===== config.mk =====
export PLATFORM = sky130hd
export DESIGN_NAME = dff_skid_stage
export DESIGN_NICKNAME = d
export VERILOG_FILES = /design/src/rtl/dff_skid_stage.sv
export SDC_FILE = /design/constraint.sdc
export NUM_CORES = 1
export LEC_CHECK = 0
export ABC_AREA = 1
export BUFFER_PORTS_ARGS = -buffer_cell sky130_fd_sc_hd__buf_2
export CAP_MARGIN = 10
export CORE_MARGIN = 2
export CORE_UTILIZATION = 51
export CTS_CLUSTER_SIZE = 30
export DETAILED_ROUTE_END_ITERATION = 12
export HOLD_SLACK_MARGIN = 0.15
export PLACE_DENSITY = 0.75
export SKIP_LAST_GASP = 1
export SYNTH_ARGS = -nofsm -noshare
export SYNTH_HDL_FRONTEND = slang
export SYNTH_SLANG_ARGS = --single-unit

===== constraint.sdc =====
create_clock -name clk -period 1.4 [get_ports clk]
set_clock_uncertainty 0.05 [all_clocks]
set_input_delay 0.14 -clock clk [delete_from_list [all_inputs] [get_ports clk]]
set_output_delay 0.14 -clock clk [all_outputs]
set_load 0.02 [all_outputs]

===== src/rtl/dff_skid_stage.sv =====
// dff_skid_stage
//   Registered valid/ready skid buffer placed directly after the dff stage.
//   It captures each upstream word, holds it while the consumer applies
//   backpressure, and keeps strict FIFO order with a depth of two words
//   (main register + skid register). It has one cycle of forward latency
//   and full throughput. in_ready is a flop, so there is no combinational
//   path from out_ready to in_ready.
//
// Optional feature: define DFF_SKID_STATS_EN to add the saturating
//   transfer/stall counters and their output ports.
//
// Parameters
//   WIDTH      data width of in_data / out_data
//   CNT_W      counter width (only used with DFF_SKID_STATS_EN)
// Ports
//   clk        system clock, all logic on posedge
//   rst        synchronous reset, active-high
//   in_valid   upstream word valid
//   in_ready   stage can accept a word this cycle (registered)
//   in_data    upstream word
//   out_valid  out_data valid to consumer
//   out_ready  consumer accepts out_data this cycle
//   out_data   registered output word
//   xfer_cnt   output transfers, saturating (DFF_SKID_STATS_EN only)
//   stall_cnt  out_valid & !out_ready cycles, saturating (DFF_SKID_STATS_EN only)

module dff_skid_stage #(
  parameter int unsigned WIDTH = 8,
  parameter int unsigned CNT_W = 16
) (
  input  logic             clk,
  input  logic             rst,
  input  logic             in_valid,
  output logic             in_ready,
  input  logic [WIDTH-1:0] in_data,
  output logic             out_valid,
  input  logic             out_ready,
  output logic [WIDTH-1:0] out_data
`ifdef DFF_SKID_STATS_EN
  ,
  output logic [CNT_W-1:0] xfer_cnt,
  output logic [CNT_W-1:0] stall_cnt
`endif
);

  typedef enum logic [1:0] {
    EMPTY = 2'd0,
    BUSY  = 2'd1,
    FULL  = 2'd2
  } state_t;

  state_t           state;
  state_t           state_next;
  logic [WIDTH-1:0] main_q;
  logic [WIDTH-1:0] skid_q;
  logic             in_ready_q;
  logic             in_fire;
  logic             out_fire;
  logic             load_main_in;
  logic             load_main_skid;
  logic             load_skid;

  assign in_fire   = in_valid & in_ready_q;
  assign out_fire  = out_valid & out_ready;
  assign out_valid = (state != EMPTY);
  assign out_data  = main_q;
  assign in_ready  = in_ready_q;

  always_comb begin
    state_next     = state;
    load_main_in   = 1'b0;
    load_main_skid = 1'b0;
    load_skid      = 1'b0;
    case (state)
      EMPTY: begin
        if (in_fire) begin
          state_next   = BUSY;
          load_main_in = 1'b1;
        end
      end
      BUSY: begin
        if (in_fire && !out_fire) begin
          state_next = FULL;
          load_skid  = 1'b1;
        end else if (!in_fire && out_fire) begin
          state_next = EMPTY;
        end else if (in_fire && out_fire) begin
          load_main_in = 1'b1;
        end
      end
      FULL: begin
        // in_ready is low here, so only the output side can move.
        if (out_fire) begin
          state_next     = BUSY;
          load_main_skid = 1'b1;
        end
      end
      default: state_next = EMPTY;
    endcase
  end

  // in_ready is registered from the next state, so it rises one edge after
  // reset release and drops on the same edge that fills the skid register.
  always_ff @(posedge clk) begin
    if (rst) begin
      state      <= EMPTY;
      in_ready_q <= 1'b0;
    end else begin
      state      <= state_next;
      in_ready_q <= (state_next != FULL);
    end
  end

  // Data registers load only on in_fire / skid move, so in_data is never
  // sampled while in_valid is low.
  always_ff @(posedge clk) begin
    if (rst) begin
      main_q <= '0;
      skid_q <= '0;
    end else begin
      if (load_main_in) begin
        main_q <= in_data;
      end else if (load_main_skid) begin
        main_q <= skid_q;
      end
      if (load_skid) begin
        skid_q <= in_data;
      end
    end
  end

`ifdef DFF_SKID_STATS_EN
  logic [CNT_W-1:0] xfer_q;
  logic [CNT_W-1:0] stall_q;

  always_ff @(posedge clk) begin
    if (rst) begin
      xfer_q  <= '0;
      stall_q <= '0;
    end else begin
      if (out_fire && (xfer_q != '1)) begin
        xfer_q <= xfer_q + 1'b1;
      end
      if (out_valid && !out_ready && (stall_q != '1)) begin
        stall_q <= stall_q + 1'b1;
      end
    end
  end

  assign xfer_cnt  = xfer_q;
  assign stall_cnt = stall_q;
`else
  logic [CNT_W-1:0] unused_cnt_w;
  assign unused_cnt_w = '0;
`endif

endmodule


==> flow_summary_export.csv <==
group,metric,value,unit
pwr,power.net_switching,299.0,µW
synth,synth.distinct_cells,20,
global_route,grt_first_pass_wirelength,3360,µm
critical_path,end_kind,"flip-flop",
die,die_width,46.73,µm
critical_path,setup.worst_path.class,"in2reg",
synth,synthesis.area_per_instance,7.273,µm²
placement,place_area,1031,µm²
global_route,grt_antenna_before_repair,0,
detailed_routing,route.vias.total,910,
global_route,grt_max_degree,17,
sta,setup_repair_after_global_routing_missed_its_margin,"true",
critical_path,timing.critical_path.cells,"dlygate4sd3_1, buf_2, nand2_1, nor2_2, buf_6, nand2_4, o21ai_0, nor2_1",
sta,timing.slew.headroom,82.70,%
pwr,leakagePower,0.5671,nW
placement,port_buffers,21,
critical_path,startpoint_type,"input port",
die,num_io_pins,22,
worst_hold_path,hold_path_class,"in2reg",
placement,dpl.hpwl,1463,µm
detailed_routing,vias_per_cell,4.919,
detailed_routing,drt_drc_violations_left,0,
critical_path,worst-path-buf-inv,3,
layout,fillerInstances,167,
detailed_routing,dr_wl_cell,10.85,µm
sta,layout_min_cycle_time,1.277,ns
global_route,grt_pass1_vias,776,
pwr,pwr-share-seq,55.1,%
synth,ys.warnings.count,0,
synth,yosys_register_bits,19,
pwr,share_clk_of_total_power,26.6,%
clock_tree,cts.clk_slew.worst_paths,0.11,ns
detailed_routing,detailedRoute.firstPassIterationCount,4,
synth,netlist_instances,128,
die,std_cell_rows,15,
pwr,power.ir.vdd_worst,0.5951,mV
detailed_routing,met2_length,919,µm
critical_path,cp_slowest_stage_delay,0.52,ns
die,fp.coreArea,1727,µm²
detailed_routing,top_layer_used,"met4",
die,floorplan.die_area,2183,µm²
critical_path,cp.required,1.55,ns
placement,final_weighted_congestion_of_routability_driven_global_placement,0.7785,
detailed_routing,drtAntennaViolNets,0,
layout,drive_above_1_share,23.13,%
sta,setup_viol_count_final,0,
clock_tree,clock_tree_root_buffer_cell,"sky130_fd_sc_hd__clkbuf_4",
outcome,status,"finished clean",
synth,mappedNetlistNets,140,
sta,fmax,0.7833,GHz
clock_tree,insertion_delay_of_the_later_clocked_pin_in_the_worst_skew_pair,0.30,ns
critical_path,critical-path-top-delay-family,"buffers and inverters",
detailed_routing,drt_first_iter_violations,10,
detailed_routing,finalWirelength,2007,µm
global_route,gr-total-overflow,0,
clock_tree,cts-htree-levels,1,
clock_tree,clock_tree_from_tritoncts,"done",
critical_path,cp_max_fo,11,
clock_tree,clkSinkCount,19,
layout,synthToLayoutAreaGrowth,25.94,%
layout,antenna_cells,0,
flow_run,cap_violations,0,
detailed_routing,route.layer.met1.wl,998,µm
critical_path,critPathSlowestCell,"sky130_fd_sc_hd__dlygate4sd3_1",
synth,seq_area_frac_synth,40.86,%
sta,transition_at_the_pin_with_the_smallest_max_transition_slack,0.2589,ns
sta,total_negative_setup_slack,0,ns
clock_tree,numCtsBuffers,3,
layout,finalNetCount,173,
pwr,power.combinational.fraction,18.3,%
die,die_h,46.73,µm
pwr,cellPowerDensity,893.1,nW/µm²
sta,post-route-period-util,91.19,%
sta,number_of_endpoints_with_negative_hold_slack_in_the_final_report,0,
critical_path,worstPathArrival,1.43,ns
pwr,switching_share,28.55,%
clock_tree,ctsLongestPathBuffers,2,
pwr,internal_power,748.1,µW
layout,post-route-cell-area,1172,µm²
sta,slew_viol_final,0,
synth,mappedNetlistArea,930.9,µm²
clock_tree,cts.repair_timing.setup_buffer_count,0,
detailed_routing,met3_length,74,µm
global_route,grt_usage,21.83,%
die,effective_utilization_at_floorplan,53.91,%
==> per-layer routing <==
metal  vias up  global-route usage [%]
li1        484                       -
met1       402                   30.59
met2        22                   32.78
met3         2                   4.706
met4         0                   8.333
met5         -                       0
==> sequential cells by signal (all words and copies together), names as in the netlist <==
signal / count
skid_q: 8
out_data: 8
state: 2
in_ready: 1
==> power groups by stage <==
stage	Clock, mW	Combinational, mW	Sequential, mW
after global routing	0.316	0.216	0.580
after floorplan	0	0.0986	0.611
after global placement	0	0.161	0.588
final	0.279	0.191	0.577
after CTS	0.282	0.186	0.577
after detailed placement	0	0.165	0.590
==> cell families (layout without fill, tap and decap cells) <==
kind of cell           count (synthesis)  in the layout  synth area share [%]
flip-flops                            19             19                 40.86
AND/OR/NAND/NOR                       72             72                 37.77
buffers and inverters                 19             51                 11.29
AO/OA/AOI/OAI                         18             18                 10.08
==> worst min-delay path: stages <==
cell and delay [ns]:
sky130_fd_sc_hd__buf_2 0.18, sky130_fd_sc_hd__nor2_1 0.16, sky130_fd_sc_hd__a31oi_1 0.09
==> cells in the mapped netlist <==
| cell type | instances | area [µm²] |
|---|---|---|
| sky130_fd_sc_hd__a31oi_1 | 1 | 6.260 |
| sky130_fd_sc_hd__nor2_1 | 20 | 75.07 |
| sky130_fd_sc_hd__a21oi_1 | 8 | 40.04 |
| sky130_fd_sc_hd__nand3_1 | 16 | 80.08 |
| sky130_fd_sc_hd__nand2_4 | 3 | 33.78 |
| sky130_fd_sc_hd__nand4_1 | 8 | 50.05 |
| sky130_fd_sc_hd__nor2_4 | 1 | 11.26 |
| sky130_fd_sc_hd__buf_4 | 3 | 22.52 |
| sky130_fd_sc_hd__inv_2 | 2 | 7.510 |
| sky130_fd_sc_hd__nor2_2 | 1 | 6.260 |
| sky130_fd_sc_hd__dfxtp_1 | 19 | 380.4 |
| sky130_fd_sc_hd__inv_1 | 11 | 41.29 |
| sky130_fd_sc_hd__nand2_2 | 2 | 12.51 |
| sky130_fd_sc_hd__clkinv_2 | 1 | 5.000 |
| sky130_fd_sc_hd__a211oi_1 | 1 | 7.510 |
| sky130_fd_sc_hd__nand2_1 | 20 | 75.07 |
| sky130_fd_sc_hd__nor3b_1 | 1 | 7.510 |
| sky130_fd_sc_hd__o21ai_0 | 8 | 40.04 |
| sky130_fd_sc_hd__buf_8 | 1 | 15.01 |
| sky130_fd_sc_hd__clkbuf_8 | 1 | 13.76 |
==> final timing paths <==
| kind | from | to | slack (ns) | depth (start not counted) |
|---|---|---|---|---|
| min reg2reg | out_data[3] | out_data[3] | 0.44 | 2 |
| min | out_ready | in_ready | 0.26 | 3 |
| max reg2reg | state[0] | skid_q[4] | 0.18 | 5 |
| max | in_valid | skid_q[4] | 0.12 | 8 |
==> layout by cell type, fill, tap and decap left out <==
cell | netlist | routed
sky130_fd_sc_hd__inv_1 | 11 | 11
sky130_fd_sc_hd__nand4_1 | 8 | 8
sky130_fd_sc_hd__inv_4 | 0 | 1
sky130_fd_sc_hd__nand2_8 | 0 | 1
sky130_fd_sc_hd__nand2_4 | 3 | 2
sky130_fd_sc_hd__nor2_1 | 20 | 20
sky130_fd_sc_hd__buf_2 | 0 | 21
sky130_fd_sc_hd__buf_4 | 3 | 1
sky130_fd_sc_hd__nor2_2 | 1 | 1
sky130_fd_sc_hd__nor3b_1 | 1 | 1
sky130_fd_sc_hd__o21ai_0 | 8 | 8
sky130_fd_sc_hd__a31oi_1 | 1 | 1
sky130_fd_sc_hd__a211oi_1 | 1 | 1
sky130_fd_sc_hd__dlygate4sd3_1 | 0 | 10
sky130_fd_sc_hd__inv_2 | 2 | 2
sky130_fd_sc_hd__clkbuf_4 | 0 | 3
sky130_fd_sc_hd__dfxtp_1 | 19 | 19
sky130_fd_sc_hd__nand2_2 | 2 | 2
sky130_fd_sc_hd__clkinv_2 | 1 | 1
sky130_fd_sc_hd__nand3_1 | 16 | 16
sky130_fd_sc_hd__buf_6 | 0 | 1
sky130_fd_sc_hd__nor2_4 | 1 | 1
sky130_fd_sc_hd__nand2_1 | 20 | 20
sky130_fd_sc_hd__a21oi_1 | 8 | 8
==> stage by stage <==
step	power [mW]	instances	utilization, %	hold slack, ns	setup slack (ns)
floorplan	0.7093	128	-	0.2532	0.1296
global placement	0.7497	171	59.71	0.3532	0.2602
detailed placement	0.7543	171	59.71	0.3595	0.1967
CTS	1.045	185	67.10	0.2638	0.04110
global route	1.111	185	67.90	0.2785	-0.01037
finish	1.047	185	67.90	0.2633	0.1234
==> area by class of cell <==
cell class / count / area, µm² / area share [%]
clock buffer: 3 / 22.52 / 1.921
clock inverter: 1 / 5.005 / 0.4269
inverter: 14 / 55.05 / 4.696
multi-input combinational: 90 / 454.2 / 38.74
sequential: 19 / 380.4 / 32.44
tap: 25 / 31.28 / 2.668
timing repair buffer: 33 / 224.0 / 19.10
==> timing repair <==
| action | in CTS | in global routing |
|---|---|---|
| gates resized for setup | 0 | 3 |
| hold buffers | 10 | 0 |
| endpoints found under the hold margin | 18 | 0 |
| endpoints found under the setup margin | 0 | 14 |
(Power assumes the default switching activity.)
